### config.mk
export PLATFORM = sky130hd
export DESIGN_NAME = li_multi_input_buffer_flat
export DESIGN_NICKNAME = d
export VERILOG_FILES = /design/src/rtl/li_multi_input_buffer_pkg.sv /design/src/rtl/li_multi_input_buffer_if.sv /design/src/rtl/li_multi_input_buffer_channel_fifo.sv /design/src/rtl/li_multi_input_buffer.sv /design/src/flat_wrapper.sv
export SDC_FILE = /design/constraint.sdc
export NUM_CORES = 1
export LEC_CHECK = 0
export BUFFER_PORTS_ARGS = -buffer_cell sky130_fd_sc_hd__buf_2
export CORE_MARGIN = 2
export CORE_UTILIZATION = 44
export CTS_CLUSTER_SIZE = 14
export DETAILED_ROUTE_END_ITERATION = 8
export PLACE_DENSITY = 0.66
export SLEW_MARGIN = 20
export SYNTH_ARGS = -nofsm -noshare
export SYNTH_HDL_FRONTEND = slang
export SYNTH_HIERARCHICAL = 1
export SYNTH_SLANG_ARGS = --single-unit
### constraint.sdc
create_clock -name clk -period 2.5 [get_ports clk]
set_input_delay 0.25 -clock clk [delete_from_list [all_inputs] [get_ports clk]]
set_output_delay 0.25 -clock clk [all_outputs]
set_load 0.01 [all_outputs]
### src/rtl/li_multi_input_buffer_pkg.sv
// ============================================================================
//  Package    : li_shell_pkg
//  Description: Shared constants and helpers for the latency-insensitive shell.
//  Revision   : 1.0 - initial release
// ============================================================================
`default_nettype none

package li_shell_pkg;

  localparam int LI_DEFAULT_WIDTH    = 6;
  localparam int LI_DEFAULT_ADDR     = 2;
  localparam int LI_MAX_CHANNELS     = 32;

  // One bit per channel: set when that channel can supply a token this cycle.
  typedef logic [LI_MAX_CHANNELS-1:0] li_ready_mask_t;

  // Occupancy at which a channel starts asking upstream to stop.
  function automatic int li_af_level(input int depth, input int margin);
    return depth - margin;
  endfunction

endpackage

`default_nettype wire

### src/rtl/li_multi_input_buffer_if.sv
// ============================================================================
//  Interface  : li_multi_input_buffer_if
//  Description: Upstream enqueue, back-pressure and pearl-side dequeue signals.
//  Revision   : 1.0 - initial release
// ============================================================================
`default_nettype none

interface li_multi_input_buffer_if #(
  parameter int WIDTH    = 6,
  parameter int CHANNELS = 2
);
  logic [CHANNELS*WIDTH-1:0] i_data;
  logic [CHANNELS-1:0]       i_enq;
  logic [CHANNELS-1:0]       o_stop;
  logic [CHANNELS-1:0]       o_full;
  logic [CHANNELS-1:0]       o_empty;
  logic [CHANNELS-1:0]       o_error;
  logic [CHANNELS*WIDTH-1:0] o_data;
  logic                      o_valid;
  logic                      i_deq;

  modport slave (
    input  i_data, i_enq, i_deq,
    output o_stop, o_full, o_empty, o_error, o_data, o_valid
  );

  modport master (
    output i_data, i_enq, i_deq,
    input  o_stop, o_full, o_empty, o_error, o_data, o_valid
  );
endinterface

`default_nettype wire

### src/rtl/li_multi_input_buffer_channel_fifo.sv
// ============================================================================
//  Module     : li_channel_fifo
//  Description: One first-word-fall-through channel FIFO with stop/error flags.
//  Revision   : 1.0 - initial release
// ============================================================================
`default_nettype none

module li_channel_fifo
  import li_shell_pkg::*;
#(
  parameter int WIDTH     = LI_DEFAULT_WIDTH,
  parameter int ADDR      = LI_DEFAULT_ADDR,
  parameter int AF_MARGIN = 1
) (
  input  wire logic             clk,
  input  wire logic             reset,
  input  wire logic [WIDTH-1:0] i_data,
  input  wire logic             i_enq,
  input  wire logic             i_pop,
  output logic      [WIDTH-1:0] o_head,
  output logic                  o_full,
  output logic                  o_empty,
  output logic                  o_stop,
  output logic                  o_error
);

  localparam int            DEPTH    = 2 ** ADDR;
  localparam logic [ADDR:0] c_DEPTH  = (ADDR+1)'(DEPTH);
  localparam logic [ADDR:0] c_AF_LVL = (ADDR+1)'(li_af_level(DEPTH, AF_MARGIN));

  logic [WIDTH-1:0] r_mem [DEPTH];
  logic [ADDR-1:0]  r_wr_ptr;
  logic [ADDR-1:0]  r_rd_ptr;
  logic [ADDR:0]    r_count;
  logic             r_error;
  logic             w_do_rd;
  logic             w_do_wr;

  assign o_full  = (r_count == c_DEPTH);
  assign o_empty = (r_count == '0);
  assign o_stop  = (r_count >= c_AF_LVL);
  assign o_error = r_error;
  assign o_head  = r_mem[r_rd_ptr];

  // A pop while empty only happens on the bypass path: the token goes
  // straight to the pearl, so nothing is stored and nothing is read.
  assign w_do_rd = i_pop && !o_empty;
  assign w_do_wr = i_enq && (!o_full || i_pop) && !(i_pop && o_empty);

  always_ff @(posedge clk or posedge reset) begin
    if (reset) begin
      r_wr_ptr <= '0;
      r_rd_ptr <= '0;
      r_count  <= '0;
      r_error  <= 1'b0;
      for (int i = 0; i < DEPTH; i++) begin
        r_mem[i] <= '0;
      end
    end else begin
      if (w_do_wr) begin
        r_mem[r_wr_ptr] <= i_data;
        r_wr_ptr        <= r_wr_ptr + ADDR'(1);
      end
      if (w_do_rd) begin
        r_rd_ptr <= r_rd_ptr + ADDR'(1);
      end
      r_count <= r_count + {{ADDR{1'b0}}, w_do_wr} - {{ADDR{1'b0}}, w_do_rd};
      if (i_enq && o_full && !i_pop) begin
        r_error <= 1'b1;
      end
    end
  end

endmodule

`default_nettype wire

### src/rtl/li_multi_input_buffer.sv
// ============================================================================
//  Module     : li_multi_input_buffer
//  Description: Per-channel FIFOs joined into one aligned token set for the pearl.
//               Optional zero-latency path: define LI_INPUT_BUFFER_BYPASS_EN.
//  Revision   : 1.0 - initial release
// ============================================================================
`default_nettype none

module li_multi_input_buffer
  import li_shell_pkg::*;
#(
  parameter int WIDTH     = LI_DEFAULT_WIDTH,
  parameter int ADDR      = LI_DEFAULT_ADDR,
  parameter int CHANNELS  = 2,
  parameter int AF_MARGIN = 1
) (
  input  wire logic               clk,
  input  wire logic               reset,
  li_multi_input_buffer_if.slave  bus
);

  logic [CHANNELS-1:0]       w_empty;
  logic [CHANNELS-1:0]       w_ready;
  logic [CHANNELS*WIDTH-1:0] w_head;
  logic [CHANNELS*WIDTH-1:0] w_data;
  logic                      w_valid;
  logic                      w_pop;

  assign w_valid     = &w_ready;
  assign w_pop       = bus.i_deq && w_valid;
  assign bus.o_valid = w_valid;
  assign bus.o_empty = w_empty;
  assign bus.o_data  = w_data;

  for (genvar c = 0; c < CHANNELS; c++) begin : g_ch
    li_channel_fifo #(
      .WIDTH     (WIDTH),
      .ADDR      (ADDR),
      .AF_MARGIN (AF_MARGIN)
    ) u_fifo (
      .clk     (clk),
      .reset   (reset),
      .i_data  (bus.i_data[c*WIDTH +: WIDTH]),
      .i_enq   (bus.i_enq[c]),
      .i_pop   (w_pop),
      .o_head  (w_head[c*WIDTH +: WIDTH]),
      .o_full  (bus.o_full[c]),
      .o_empty (w_empty[c]),
      .o_stop  (bus.o_stop[c]),
      .o_error (bus.o_error[c])
    );

`ifdef LI_INPUT_BUFFER_BYPASS_EN
    assign w_ready[c]                = !w_empty[c] || bus.i_enq[c];
    assign w_data[c*WIDTH +: WIDTH]  = w_empty[c] ? bus.i_data[c*WIDTH +: WIDTH]
                                                  : w_head[c*WIDTH +: WIDTH];
`else
    assign w_ready[c]                = !w_empty[c];
    assign w_data[c*WIDTH +: WIDTH]  = w_head[c*WIDTH +: WIDTH];
`endif
  end

endmodule

`default_nettype wire

### src/flat_wrapper.sv
// flat-port wrapper written by rule: the top's interface ports become plain ports
module li_multi_input_buffer_flat import li_shell_pkg::*;
#(
  parameter int WIDTH     = LI_DEFAULT_WIDTH,
  parameter int ADDR      = LI_DEFAULT_ADDR,
  parameter int CHANNELS  = 2,
  parameter int AF_MARGIN = 1
)
  (clk, reset, bus_i_data, bus_i_enq, bus_i_deq, bus_o_stop, bus_o_full, bus_o_empty, bus_o_error, bus_o_data, bus_o_valid);
  li_multi_input_buffer_if #(.WIDTH(WIDTH), .CHANNELS(CHANNELS)) bus_i ();
  input  wire logic clk;
  input  wire logic reset;
  input wire logic [$bits(bus_i.i_data)-1:0] bus_i_data;
  input wire logic [$bits(bus_i.i_enq)-1:0] bus_i_enq;
  input wire logic [$bits(bus_i.i_deq)-1:0] bus_i_deq;
  output wire logic [$bits(bus_i.o_stop)-1:0] bus_o_stop;
  output wire logic [$bits(bus_i.o_full)-1:0] bus_o_full;
  output wire logic [$bits(bus_i.o_empty)-1:0] bus_o_empty;
  output wire logic [$bits(bus_i.o_error)-1:0] bus_o_error;
  output wire logic [$bits(bus_i.o_data)-1:0] bus_o_data;
  output wire logic [$bits(bus_i.o_valid)-1:0] bus_o_valid;
  assign bus_i.i_data = bus_i_data;
  assign bus_i.i_enq = bus_i_enq;
  assign bus_i.i_deq = bus_i_deq;
  assign bus_o_stop = bus_i.o_stop;
  assign bus_o_full = bus_i.o_full;
  assign bus_o_empty = bus_i.o_empty;
  assign bus_o_error = bus_i.o_error;
  assign bus_o_data = bus_i.o_data;
  assign bus_o_valid = bus_i.o_valid;
  li_multi_input_buffer #(.WIDTH(WIDTH), .ADDR(ADDR), .CHANNELS(CHANNELS), .AF_MARGIN(AF_MARGIN)) u_core (.clk(clk), .reset(reset), .bus(bus_i));
endmodule
==> key figures, run 1 <==
Outcome
  • Status: complete, no violations

Placed design
  • Count of input and output buffers: 37
  • Placed Area: 0.00346 mm²
  • Global placement routability congestion: 0.738
  • Pre-CTS WS: 0.0914 ns
  • Post-DP HPWL: 3.70 mm

STA
  • Final Skew: 0.00828 ns
  • Minimum clock period: 2.46 ns
  • Period utilisation layout: 0.983
  • Slew Viols, Final: 0
  • Final Hold Viols: 0
  • Final worst slack: 0.0413 ns
  • FMAX: 407 MHz
  • Slew @ Worst Pin: 0.479 ns
  • Slew headroom: 0.681
  • Setup TNS: 0 ns
  • Hold slack: 0.182 ns
  • RSZ-0062 raised after global routing: yes
  • Final setup fails: 0

Logic synthesis
  • Register area share after synthesis: 0.530
  • Syn Nets: 243
  • Area leader, netlist: dfrtp_1
  • Synth unique cells: 19
  • Ranking of synthesized cells by area: dfrtp_1 53%, mux2_2 19%, mux4_2 9.0%, ha_1 5.8%, inv_1 2.0%
  • Mapped Cells: 210
  • Synth Register Bits: 64
  • Yosys warning total: 6
  • Yosys top cell area share: 0.530
  • Mapped Avg Cell Area: 14.4 µm²
  • Mapped Area: 0.00302 mm²

Finish
  • Design area: 0.00381 mm²
  • Fin nets: 312
  • Share of cells above drive strength 1: 0.570
  • Most frequent cells in the layout: 64 x dfrtp_1, 50 x mux2_2, 37 x buf_2, 22 x buf_4
  • Diodes inserted: 0
  • Most common cell after layout, fill and taps aside: dfrtp_1
  • Storage cell area: 0.00160 mm²
  • Area Overhead vs Synth: 26.3%
  • Area of the multi-input gates: 0.00144 mm²
  • # fillers: 569

Die
  • Chip width: 86.8 µm
  • Die height: 86.8 µm
  • Area of the core: 0.00672 mm²
  • IO Pins: 38
  • Row count: 30
  • Total die area: 0.00754 mm²
  • Initial Utilization: 0.449

Power
  • Pwr/cell area: 1430 mW/mm²
  • Lkg Pwr: 1.72 nW
  • Worst VDD drop: 651 µV

Global routing
  • Initial antenna violation count: 0
  • Number of global-route vias before repair: 1930
  • Largest net degree at the start of global routing: 33
  • Global route overflow: 0
  • First-pass GRT wire length: 8.99 mm
  • GRT Util Overall: 0.159

Critical path
  • Startpoint Class: flip-flop
  • CP max FO: 3
  • CP Class: flip-flop to flip-flop
  • WP data arrival: 2.70 ns
  • R2r setup slk: 0.04 ns
  • Required @ worst endpoint: 2.74 ns
  • Crit end category: flip-flop

CTS
  • CTS Buf Count: 9
  • Clock transition at path regs: 0.07 ns
  • Worst-Skew Late Latency: 0.34 ns
  • CTS tree: built
  • Max clock buf depth: 2
  • CTS Sinks: 64
  • Root buf cell: clkbuf_8
  • H-tree Lvls: 3

Job
  • # Max-Cap Violations: 0

Routing
  • Vias/cell: 5.06
  • 1st-pass router iterations: 4
  • DR WL/cell: 14.8 µm
  • Vias: 1841
  • DR iter-0 viols: 53
  • Post-Route WL: 5.37 mm
  • Post-route ant nets: 0
  • Detailed-route DRC error count: 0

Worst hold path
  • HP Class: input pin to flip-flop
==> worst paths after layout <==
kind / startpoint / end / cells past startpoint
worst max-delay path: u_core/g_ch[0].u_fifo/r_count[0] / u_core/g_ch[1].u_fifo/r_count[1] / 12
worst min-delay path: bus_i_data[1] / u_core/g_ch[0].u_fifo/r_mem[19] / 2
worst max register to register: u_core/g_ch[0].u_fifo/r_count[0] / u_core/g_ch[1].u_fifo/r_count[1] / 12
worst min register to register: u_core/g_ch[1].u_fifo/o_error / u_core/g_ch[1].u_fifo/o_error / 1
max in group asynchronous: reset / u_core/g_ch[1].u_fifo/r_rd_ptr[0] / 4
min in group asynchronous: reset / u_core/g_ch[0].u_fifo/r_count[1] / 4
==> power by group <==
part / switching (mW) / internal, mW
Combinational: 1.01 / 1.48
Clock: 0.427 / 0.572
Sequential: 0.394 / 1.58
==> area by class of cell <==
| type | count | share of cell area |
|---|---|---|
| Multi-Input combinational cell | 126 | 0.377 |
| Clock buffer | 9 | 0.0325 |
| Clock inverter | 7 | 0.0276 |
| Inverter | 16 | 0.0164 |
| Sequential cell | 64 | 0.420 |
| Tap cell | 80 | 0.0263 |
| Timing Repair Buffer | 62 | 0.100 |
==> metrics by stage <==
stage / total power, mW / utilization / cells
2_1_floorplan: 3.60 / - / 210
3_3_place_gp: 4.29 / 0.515 / 341
3_5_place_dp: 4.34 / 0.515 / 341
4_1_cts: 5.37 / 0.551 / 358
5_1_grt: 5.92 / 0.567 / 364
6_report: 5.47 / 0.567 / 364
==> worst max-delay path, cell delays in order (launching register included) <==
cell,delay [ns]
dfrtp_1,0.39
or2_4,0.27
nor2_4,0.14
nor3b_4,0.06
buf_6,0.13
xor2_2,0.14
a21bo_2,0.25
ha_4,0.22
inv_4,0.05
ha_4,0.11
inv_2,0.03
fa_2,0.54
inv_1,0.04
==> cell families after synthesis <==
group | share of synthesized area
buf+inv | 0.0257
compound gates | 0.0356
flops | 0.530
mux | 0.276
simple gates | 0.0319
fa+ha+maj | 0.0713
xor+xnor | 0.0290
==> cell usage after synthesis <==
| cell | n |
|---|---|
| o21ai_0 | 2 |
| ha_1 | 14 |
| nor3b_2 | 1 |
| mux4_2 | 12 |
| or2_2 | 2 |
| xnor2_1 | 6 |
| a31o_2 | 2 |
| o31a_2 | 2 |
| a21oi_1 | 8 |
| a21bo_2 | 2 |
| buf_1 | 2 |
| fa_1 | 2 |
| xor2_1 | 4 |
| mux2_2 | 50 |
| dfrtp_1 | 64 |
| nor2_1 | 7 |
| inv_1 | 16 |
| buf_2 | 2 |
| nand2_1 | 12 |
==> registers in the layout (all words and copies together), names as in the netlist <==
| signal | flops |
|---|---|
| u_core/g_ch.u_fifo/r_mem | 48 |
| u_core/g_ch.u_fifo/r_rd_ptr | 4 |
| u_core/g_ch.u_fifo/r_count | 6 |
| u_core/g_ch.u_fifo/r_wr_ptr | 4 |
| u_core/g_ch.u_fifo/o_error | 2 |
==> per-layer routing <==
| metal | wire length, µm | global-route usage |
|---|---|---|
| met5 | 0 | 0 |
| met4 | 117 | 0.0895 |
| met3 | 178 | 0.0390 |
| met2 | 2710 | 0.266 |
| met1 | 2370 | 0.187 |
==> timing repair <==
action / CTS / global route
buffers inserted: 0 / 6
hold endpoints to repair: 45 / 0
setup endpoints to repair: 0 / 4
hold buffers: 1 / 0
resized for setup: 0 / 16
(Power assumes the default switching activity.)
==> run 2, diff against run 1 <==
ABC_AREA = 1   (was unset)
PLACE_DENSITY = 0.65   (was 0.66)
SLEW_MARGIN = unset   (was 20)
==> run 2 against run 1 <==
  * The run now ends with negative hold slack left
  * Critical path depth up 4
  * Non-clock buffer count fell by 16
  * Sequential power is 5% lower
  * Die area grew 9.7%
  * Final cell count is 46% higher
  * Routed wire length up 39%
  * Area after synthesis increased by 10%
  * Final area down 0.33%
  * Clock-buffer cell count rose by 5
  * Utilization fell by 4.6 points
  * Sequential share of layout area is 0.14 points higher
  * Fmax up 7.5%
  * Largest power group unchanged
  * Highest routed layer unchanged
==> key figures, run 2 <==
Outcome
  • Status: finished with violations (was complete, no violations)
  • Violated checks: negative hold slack

Routing
  • Post-Route WL: 7.46 mm (was 5.37 mm)
  • Vias/cell: 5.18 (was 5.06)
  • Detailed-route DRC error count: 0 (unchanged)
  • Post-route ant nets: 0 (unchanged)
  • Vias: 2753 (was 1841)
  • DR WL/cell: 14.0 µm (was 14.8 µm)
  • 1st-pass router iterations: 4 (unchanged)
  • DR iter-0 viols: 132 (was 53)

CTS
  • Clock transition at path regs: 0.07 ns (about the same)
  • CTS Buf Count: 9 (unchanged)
  • H-tree Lvls: 3 (unchanged)
  • CTS tree: built (unchanged)
  • Max clock buf depth: 2 (unchanged)
  • Worst-Skew Late Latency: 0.33 ns (was 0.34 ns)
  • CTS Hold Buffers Added: 0 (was 1)
  • Root buf cell: clkbuf_8 (unchanged)
  • CTS Sinks: 64 (unchanged)

Finish
  • Diodes inserted: 0 (unchanged)
  • Biggest regs: u_core/g_ch.u_fifo/r_mem x48, u_core/g_ch.u_fifo/r_count x6 (unchanged)
  • Largest Register: u_core/g_ch.u_fifo/r_mem (unchanged)
  • Final Util: 0.521 (was 0.567)
  • Number of flip-flops in the largest register: 48 (unchanged)
  • Cell Count, Final, Fillers Out: 531 (was 364)
  • Most common cell after layout, fill and taps aside: nand2_1 (was dfrtp_1)
  • Share of cells above drive strength 1: 0.197 (was 0.570)
  • Area Overhead vs Synth: 14.3% (was 26.3%)
  • Most frequent cells in the layout: 109 x nand2_1, 64 x dfrtp_1, 54 x nand4_1, 37 x buf_2, 30 x nor2_1 (was 64 x dfrtp_1, 50 x mux2_2, 37 x buf_2, 22 x buf_4)
  • Fin nets: 460 (was 312)

Critical path
  • Most common cell on crit path: inv_1 (was ha_4)
  • Startpoint Class: flip-flop (unchanged)
  • Required @ worst endpoint: 2.73 ns (was 2.74 ns)
  • Crit end category: flip-flop (unchanged)
  • Slowest CP cell: fa_1 (was fa_2)
  • R2r setup slk: 0.21 ns (was 0.04 ns)
  • Crit path largest cell delay: 0.47 ns (was 0.54 ns)
  • CP Class: flip-flop to flip-flop (unchanged)
  • WP data arrival: 2.52 ns (was 2.70 ns)
  • Sequence of cells on the critical path: nor2_4, nand2_2, inv_1, inv_1, nand2_2, nor2_4, inv_2, nand2_2, nand2_4, nand2_1, ha_1, inv_1, ha_1, inv_1, fa_1, inv_1 (was or2_4, nor2_4, nor3b_4, buf_6, xor2_2, a21bo_2, ha_4, inv_4, ha_4, inv_2, fa_2, inv_1)
  • CP max FO: 6 (was 3)

Die
  • Initial Utilization: 0.456 (was 0.449)
  • Chip width: 90.9 µm (was 86.8 µm)
  • Row count: 31 (was 30)
  • IO Pins: 38 (unchanged)
  • Die height: 90.9 µm (was 86.8 µm)
  • Area of the core: 0.00729 mm² (was 0.00672 mm²)
  • Total die area: 0.00827 mm² (was 0.00754 mm²)

STA
  • Minimum clock period: 2.29 ns (was 2.46 ns)
  • Slew Viols, Final: 0 (unchanged)
  • Slew @ Worst Pin: 0.434 ns (was 0.479 ns)
  • Final Skew: 0.00881 ns (was 0.00828 ns)
  • Final worst slack: 0.213 ns (was 0.0413 ns)
  • Final Hold Viols: 9 (was 0)
  • Final setup fails: 0 (unchanged)
  • Period utilisation layout: 0.915 (was 0.983)
  • FMAX: 437 MHz (was 407 MHz)
  • Setup TNS: 0 ns (unchanged)
  • Hold slack: -0.00449 ns (was 0.182 ns)
  • Slew headroom: 0.710 (was 0.681)
  • RSZ-0062 raised after global routing: no (was yes)

Logic synthesis
  • Yosys warning total: 6 (unchanged)
  • Post-synth ARST share: 1.00 (unchanged)
  • Syn Nets: 417 (was 243)
  • Yosys top cell area share: 0.482 (was 0.530)
  • Synth Register Bits: 64 (unchanged)
  • Top FF cell, synth: dfrtp_1 (unchanged)
  • Register area share after synthesis: 0.482 (was 0.530)
  • Ranking of synthesized cells by area: dfrtp_1 48%, nand2_1 12%, nand4_1 10%, ha_1 5.3%, o21ai_0 3.9% (was dfrtp_1 53%, mux2_2 19%, mux4_2 9.0%, ha_1 5.8%, inv_1 2.0%)
  • Post-synth top cells: 110 x nand2_1, 64 x dfrtp_1, 54 x nand4_1 (was 64 x dfrtp_1, 50 x mux2_2, 16 x inv_1)
  • Mapped Area: 0.00333 mm² (was 0.00302 mm²)
  • Mapped Avg Cell Area: 8.66 µm² (was 14.4 µm²)
  • Area leader, netlist: dfrtp_1 (unchanged)
  • Synth unique cells: 22 (was 19)
  • Mapped Cells: 384 (was 210)
  • Count leader, synth: nand2_1 (was dfrtp_1)
  • EDFF count, synth: 0 (unchanged)

Placed design
  • Pre-CTS WS: 0.0976 ns (was 0.0914 ns)
  • DP Cell Count: 514 (was 341)
  • Global placement routability congestion: 0.826 (was 0.738)
  • Count of input and output buffers: 37 (unchanged)
  • Post-DP HPWL: 5.40 mm (was 3.70 mm)

Global routing
  • Largest net degree at the start of global routing: 33 (unchanged)
  • Initial antenna violation count: 0 (unchanged)
  • Number of global-route vias before repair: 2707 (was 1930)
  • Global route overflow: 0 (unchanged)
  • First-pass GRT wire length: 13.0 mm (was 8.99 mm)
  • GRT Util Overall: 0.195 (was 0.159)

Job
  • # Max-Cap Violations: 0 (unchanged)

Power
  • Power Total: 5.14 mW (was 5.47 mW)
  • Lkg Pwr: 2.01 nW (was 1.72 nW)
  • Worst VDD drop: 617 µV (was 651 µV)
  • Pwr/cell area: 1350 mW/mm² (was 1430 mW/mm²)

Worst hold path
  • HP Class: input pin to async pin (was input pin to flip-flop)
## run 2: final cells by class
cell class                 count  area [µm²]
clock inverter                 2        12.5
inverter                      30         113
fill                         759        3490
clock buffer                  14         173
tap                           99         124
sequential                    64        1600
timing repair buffer          46         253
multi-input combinational    276        1520
## run 2: stage by stage
step	hold slack (ns)	area, µm²
global placement	0.369	3600
floorplan	0.366	3330
CTS	0.00242	3780
detailed placement	0.370	3600
global route	0.0378	3800
finish	-0.00449	3800
## run 2: routing by layer
layer	vias to the layer above	global-route usage	part of all wire
li1	1386	-	-
met1	1289	0.257	0.45
met2	68	0.312	0.48
met3	10	0.0498	0.051
met4	0	0.0669	0.013
met5	-	0	0
## run 2: critical path, delay by kind of cell, from the launching register on
kind | cells | cell delay [ns]
buffers and inverters | 6 | 0.32
AND/OR/NAND/NOR | 7 | 0.56
flip-flops | 1 | 0.41
adder cells (fa/ha/maj) | 3 | 0.88
## run 2: logic make-up after synthesis
| family | after synthesis | share of synthesized area |
|---|---|---|
| xor+xnor | 4 | 0.0105 |
| buf+inv | 44 | 0.0625 |
| compound gates | 40 | 0.0670 |
| flops | 64 | 0.482 |
| fa+ha+maj | 16 | 0.0647 |
| simple gates | 216 | 0.314 |
## run 2: report_power, final
group | leakage [nW] | total [mW] | internal, mW | switching, mW
Clock | 0.0927 | 0.818 | 0.441 | 0.378
Sequential | 0.796 | 1.88 | 1.51 | 0.373
Combinational | 1.12 | 2.44 | 0.944 | 1.50
Total | 2.01 | 5.14 | 2.89 | 2.25
## run 2: final timing paths
| path | from | to | cells after the start |
|---|---|---|---|
| max | u_core/g_ch[0].u_fifo/r_count[0] | u_core/g_ch[1].u_fifo/r_count[1] | 16 |
| min | reset | u_core/g_ch[0].u_fifo/r_mem[1] | 3 |
| max reg2reg | u_core/g_ch[0].u_fifo/r_count[0] | u_core/g_ch[1].u_fifo/r_count[1] | 16 |
| min reg2reg | u_core/g_ch[0].u_fifo/r_mem[10] | u_core/g_ch[0].u_fifo/r_mem[10] | 2 |
| max in group asynchronous | reset | u_core/g_ch[0].u_fifo/r_rd_ptr[1] | 3 |
| min in group clk | bus_i_data[4] | u_core/g_ch[0].u_fifo/r_mem[10] | 3 |
## run 2: timing repair
action,4_1_cts,5_1_grt
setup buffers,0,1
setup endpoints to repair,0,4
resized for setup,0,4
